--- src/rtl/move_tx.sv ---
// move_tx: UART (8N1) transmitter for 13-bit move words.
// A move is held in a one-entry buffer and sent as a frame: byte0 = {3'b101, move[12:8]},
// then byte1 = move[7:0].
// Optional feature: define MOVE_TX_CHECKSUM_EN to append byte2 = byte0 ^ byte1 to every frame.
module move_tx #(
  parameter int unsigned CLKS_PER_BIT = 217
) (
  input  logic        clk,
  input  logic        reset,
  input  logic        move_valid,
  input  logic [12:0] moveData,
  output logic        move_ready,
  output logic        tx,
  output logic        busy
);

  localparam int unsigned MOVE_W = 13;
  localparam int unsigned CNT_W  = (CLKS_PER_BIT > 1) ? $clog2(CLKS_PER_BIT) : 1;
`ifdef MOVE_TX_CHECKSUM_EN
  localparam int unsigned NUM_BYTES = 3;
`else
  localparam int unsigned NUM_BYTES = 2;
`endif
  localparam int unsigned FRAME_W = 8 * NUM_BYTES;
  localparam int unsigned BYTE_W  = 2;
  localparam logic [2:0]  HDR     = 3'b101;

  typedef enum logic [1:0] {IDLE, START, DATA, STOP} state_t;

  state_t              r_state;
  logic [CNT_W-1:0]    r_clk_cnt;
  logic [2:0]          r_bit_cnt;
  logic [BYTE_W-1:0]   r_byte_cnt;
  logic [FRAME_W-1:0]  r_shift;
  logic [MOVE_W-1:0]   r_buf_data;
  logic                r_buf_full;
  logic                r_ready;
  logic                r_tx;
  logic                r_busy;

  logic                w_accept;
  logic                w_leave_idle;
  logic                w_bit_end;
  logic                w_last_byte;
  logic                w_frame_end;
  logic                w_full_next;
  logic                w_active_next;
  logic [7:0]          w_byte0;
  logic [7:0]          w_byte1;
  logic [FRAME_W-1:0]  w_frame;

  assign move_ready = r_ready;
  assign tx         = r_tx;
  assign busy       = r_busy;

  assign w_accept      = move_valid & r_ready;
  assign w_leave_idle  = (r_state == IDLE) & r_buf_full;
  assign w_bit_end     = (r_clk_cnt == CNT_W'(CLKS_PER_BIT - 1));
  assign w_last_byte   = (r_byte_cnt == BYTE_W'(NUM_BYTES - 1));
  assign w_frame_end   = (r_state == STOP) & w_bit_end & w_last_byte;
  assign w_full_next   = w_accept | (r_buf_full & ~w_leave_idle);
  assign w_active_next = (r_state == IDLE) ? r_buf_full : ~w_frame_end;

  // Frame bytes built from the buffered move, byte0 in the low bits so it shifts out first
  assign w_byte0 = {HDR, r_buf_data[12:8]};
  assign w_byte1 = r_buf_data[7:0];
`ifdef MOVE_TX_CHECKSUM_EN
  assign w_frame = {w_byte0 ^ w_byte1, w_byte1, w_byte0};
`else
  assign w_frame = {w_byte1, w_byte0};
`endif

  // One-entry move buffer, ready flag and busy flag
  always_ff @(posedge clk or negedge reset) begin
    if (!reset) begin
      r_buf_full <= 1'b0;
      r_buf_data <= '0;
      r_ready    <= 1'b0;
      r_busy     <= 1'b0;
    end else begin
      if (w_accept) begin
        r_buf_data <= moveData;
      end
      r_buf_full <= w_full_next;
      r_ready    <= ~w_full_next;
      r_busy     <= w_active_next | w_full_next;
    end
  end

  // Transmit FSM: bit timing, serial shifter and registered tx line
  always_ff @(posedge clk or negedge reset) begin
    if (!reset) begin
      r_state    <= IDLE;
      r_clk_cnt  <= '0;
      r_bit_cnt  <= '0;
      r_byte_cnt <= '0;
      r_shift    <= '0;
      r_tx       <= 1'b1;
    end else begin
      case (r_state)
        IDLE: begin
          r_tx       <= 1'b1;
          r_clk_cnt  <= '0;
          r_bit_cnt  <= '0;
          r_byte_cnt <= '0;
          if (r_buf_full) begin
            r_shift <= w_frame;
            r_tx    <= 1'b0;
            r_state <= START;
          end
        end
        START: begin
          if (w_bit_end) begin
            r_clk_cnt <= '0;
            r_bit_cnt <= '0;
            r_tx      <= r_shift[0];
            r_shift   <= r_shift >> 1;
            r_state   <= DATA;
          end else begin
            r_clk_cnt <= r_clk_cnt + CNT_W'(1);
          end
        end
        DATA: begin
          if (w_bit_end) begin
            r_clk_cnt <= '0;
            if (r_bit_cnt == 3'd7) begin
              r_bit_cnt <= '0;
              r_tx      <= 1'b1;
              r_state   <= STOP;
            end else begin
              r_bit_cnt <= r_bit_cnt + 3'd1;
              r_tx      <= r_shift[0];
              r_shift   <= r_shift >> 1;
            end
          end else begin
            r_clk_cnt <= r_clk_cnt + CNT_W'(1);
          end
        end
        STOP: begin
          if (w_bit_end) begin
            r_clk_cnt <= '0;
            if (w_last_byte) begin
              r_byte_cnt <= '0;
              r_tx       <= 1'b1;
              r_state    <= IDLE;
            end else begin
              r_byte_cnt <= r_byte_cnt + BYTE_W'(1);
              r_tx       <= 1'b0;
              r_state    <= START;
            end
          end else begin
            r_clk_cnt <= r_clk_cnt + CNT_W'(1);
          end
        end
        default: begin
          r_tx    <= 1'b1;
          r_state <= IDLE;
        end
      endcase
    end
  end

endmodule

--- config.mk ---
export PLATFORM = sky130hd
export DESIGN_NAME = move_tx
export DESIGN_NICKNAME = d
export VERILOG_FILES = /design/src/rtl/move_tx.sv
export SDC_FILE = /design/constraint.sdc
export NUM_CORES = 1
export LEC_CHECK = 0
export BUFFER_PORTS_ARGS = -buffer_cell sky130_fd_sc_hd__clkbuf_2
export CELL_PAD_IN_SITES_DETAIL_PLACEMENT = 0
export CELL_PAD_IN_SITES_GLOBAL_PLACEMENT = 1
export CORE_MARGIN = 2
export CORE_UTILIZATION = 40
export CTS_CLUSTER_SIZE = 10
export DETAILED_ROUTE_END_ITERATION = 6
export PLACE_DENSITY = 0.77
export SLEW_MARGIN = 0
export SYNTH_ARGS = -nofsm -noshare
export SYNTH_HDL_FRONTEND = slang
export SYNTH_SLANG_ARGS = --single-unit
--- constraint.sdc ---
create_clock -name clk -period 5.55 [get_ports clk]
set_input_delay 1.3875 -clock clk [delete_from_list [all_inputs] [get_ports clk]]
set_output_delay 1.3875 -clock clk [all_outputs]
set_load 0.02 [all_outputs]
==> metrics <==
Distinct cells, synth 41; Ys Warns 0; Non-Filler Instances between 200 and 300; clock power share 0.327; remaining design rule violation count 0; Register-to-Register Path Depth 6; Synth Register Bits 48; unrepaired setup endpoints after global routing no; PostCTS Resize Cnt 0; post-synthesis sequential area ratio 0.508; type of origin of the critical path flop; Max Buffers Root-to-Sink 2; FP Rows 28; global-route usage over all layers 0.141; Final period util 0.457; clock sinks 48; fin worst setup slack 3.01 ns; Required @ worst endpoint 5.74 ns; area share of fa/ha/maj cells after synthesis 0.0476; share of flip-flops with an asynchronous set or reset 1.00; Clock Skew 0.00516 ns; total die area about 6500 um2; multiplexer area fraction after synthesis 0.128; Leak 1.21 nW; relative slew slack 0.401; placed cell area 2480 um2; Tot Pwr 678 uW; crit path capture type flop; MaxCap Viol Count 0; Synth Area in Compound Gates 0.150; Skew-Pair Late Insertion Delay 0.30 ns; commonest non-fill, non-tap cell in the layout dfrtp_1; Crit Path Class reg -> reg; fin crit period between 2 and 3 ns; FF-to-FF setup slack 3.01 ns; RePlAce Congestion 0.753; Mapped Cells 198; EDFF count, synth 0; nets approximately 240; Syn Area/Cell 11.9 um2; Cell Pwr Density 263 nW/um2; port bufs 18; status completed; TNS Setup 0 ns; wire per inst 14.1 um; Place WS 3.01 ns; Worst-Margin Slew 0.896 ns; Mapped Area 2360 um2; Post-Syn Nets 223; CTS clk-pin slew, worst paths 0.09 ns; Logic pwr share 0.077; DRT Wirelength around 4.1 mm; hold path depth 1; Min-Delay Path Class reg -> reg; Initial Util 0.407; DP Wirelength 2.79 mm; layout cell share with drive strength beyond 1 0.271; Vias 1521; TritonCTS Buffers 5; # H-tree levels 2; Peak VDD IR ~190 uV; drt first pass iters 4; final instance area between 2000 and 3000 um2; Pins Over Slew Limit 0; CTS tree yes; CP startpoint r_state[0]$_DFFE_PN0P_; die width 80.9 um; Final setup viols 0; Pint 520 uW; final global-route overflow total 0; Critical R2R Capture r_shift[15]$_DFFE_PN0P_; placed insts 281; Setup Buffers After CTS 0; # fillers roughly 570; Multi-input gate area 1060 um2; Ant. Diodes 0; Worst EP arrival ~2.7 ns; CP max FO 16; global-route wire length before repair 7.07 mm; reg2reg start r_state[0]$_DFFE_PN0P_; largest net degree at the start of global routing 49; Area Overhead vs Synth 9.10%; CTS Hold Buffers Added 0; Routed Antenna Nets 0; clock root cell clkbuf_8; sequential share of power 0.596; fin util 0.444; largest family of logic cells by synthesized area compound AO/OA/AOI/OAI gates; Seq. cell area 1200 um2; Boundary Pins 19; commonest cells after routing, fill and taps aside dfrtp_1 (47), clkbuf_2 (18), a21oi_1 (17); Iter 0 DRT Violations 100; hold_sp r_byte_cnt[0]$_DFFE_PN0P_; vias per inst 5.26; Sw Ratio 0.232; Core Area slightly below 6000 um2; Hold Slack 0.505 ns; antenna violations before repair 0; Final Hold Fails 0; prevailing post-synth register cell dfrtp_1; number of global-route vias before repair 1530; sw power 157 uW; fmax about 0.4 GHz; Simple-Gate Fraction of Synth Area 0.0995; Synth Area in XOR/XNOR 0.0222; Die Y between 80 and 90 um; Worst setup endpoint r_shift[15]$_DFFE_PN0P_
cells in the mapped netlist (2+ instances only):
cell / count / area (um2)
a21oi_1: 17 / 85.1
a21oi_2: 10 / 87.6
a31oi_1: 6 / 37.5
a32oi_1: 2 / 17.5
and3_1: 2 / 12.5
buf_1: 3 / 11.3
buf_2: 4 / 20.0
buf_6: 3 / 33.8
dfrtp_1: 47 / 1180
ha_1: 9 / 113
inv_1: 9 / 33.8
mux2_2: 13 / 146
mux2i_1: 14 / 140
nand2_1: 9 / 33.8
nand2b_1: 3 / 18.8
nand3_1: 5 / 25.0
nor2b_1: 3 / 18.8
nor3_1: 8 / 40.0
o211ai_1: 4 / 30.0
or2_1: 2 / 12.5
xor2_1: 5 / 43.8
state kept, by name, summed over array words and instances, names as in the netlist:
register / flops
r_buf_full: 1
r_bit_cnt: 3
r_buf_data: 13
r_clk_cnt: 8
move_ready: 1
tx: 1
r_byte_cnt: 2
r_shift: 16
busy: 1
r_state: 2
worst min-delay path by stage:
stage / end
finish: r_byte_cnt[0]$_DFFE_PN0P_
global route: r_byte_cnt[0]$_DFFE_PN0P_
CTS: r_buf_data[7]$_DFFE_PN0P_
detailed placement: r_buf_data[7]$_DFFE_PN0P_
global placement: r_byte_cnt[1]$_DFFE_PN0P_
floorplan: busy$_DFF_PN0_
power groups by stage:
stage | clock network [mW] | logic (mW) | registers (mW)
6_report | 0.222 | 0.0520 | 0.404
5_1_grt | 0.244 | 0.0578 | 0.409
3_5_place_dp | 0 | 0.0538 | 0.411
4_1_cts | 0.232 | 0.0539 | 0.404
3_3_place_gp | 0 | 0.0521 | 0.410
2_1_floorplan | 0 | 0.0363 | 0.405
layer usage:
layer	wire length (um)	part of all wire	GRT usage	vias up
met5	0	0	0	-
met3	119	0.029	0.0344	2
met1	1890	0.46	0.170	763
met2	2050	0.50	0.245	19
met4	28	0.0068	0.0525	0
li1	-	-	-	737
area by class of cell:
type | count | area share
sequential | 48 | 0.466
multi-input combinational | 130 | 0.409
timing repair buffer | 19 | 0.0378
tap | 75 | 0.0364
clock buffer | 6 | 0.0320
inverter | 9 | 0.0131
clock inverter | 2 | 0.00533
logic make-up after synthesis:
kind of cell	Yosys count
fa+ha+maj	9
mux	28
xor+xnor	6
simple gates	39
buf+inv	20
flops	48
compound gates	48
critical path: stages (launching register included):
cell and delay, ns:
dfrtp_1 0.42, inv_1 0.14, ha_1 0.46, nor3_4 0.13
a221oi_4 0.52, and2_4 0.43, mux2_4 0.32
Power figures use the tool's default switching activity.
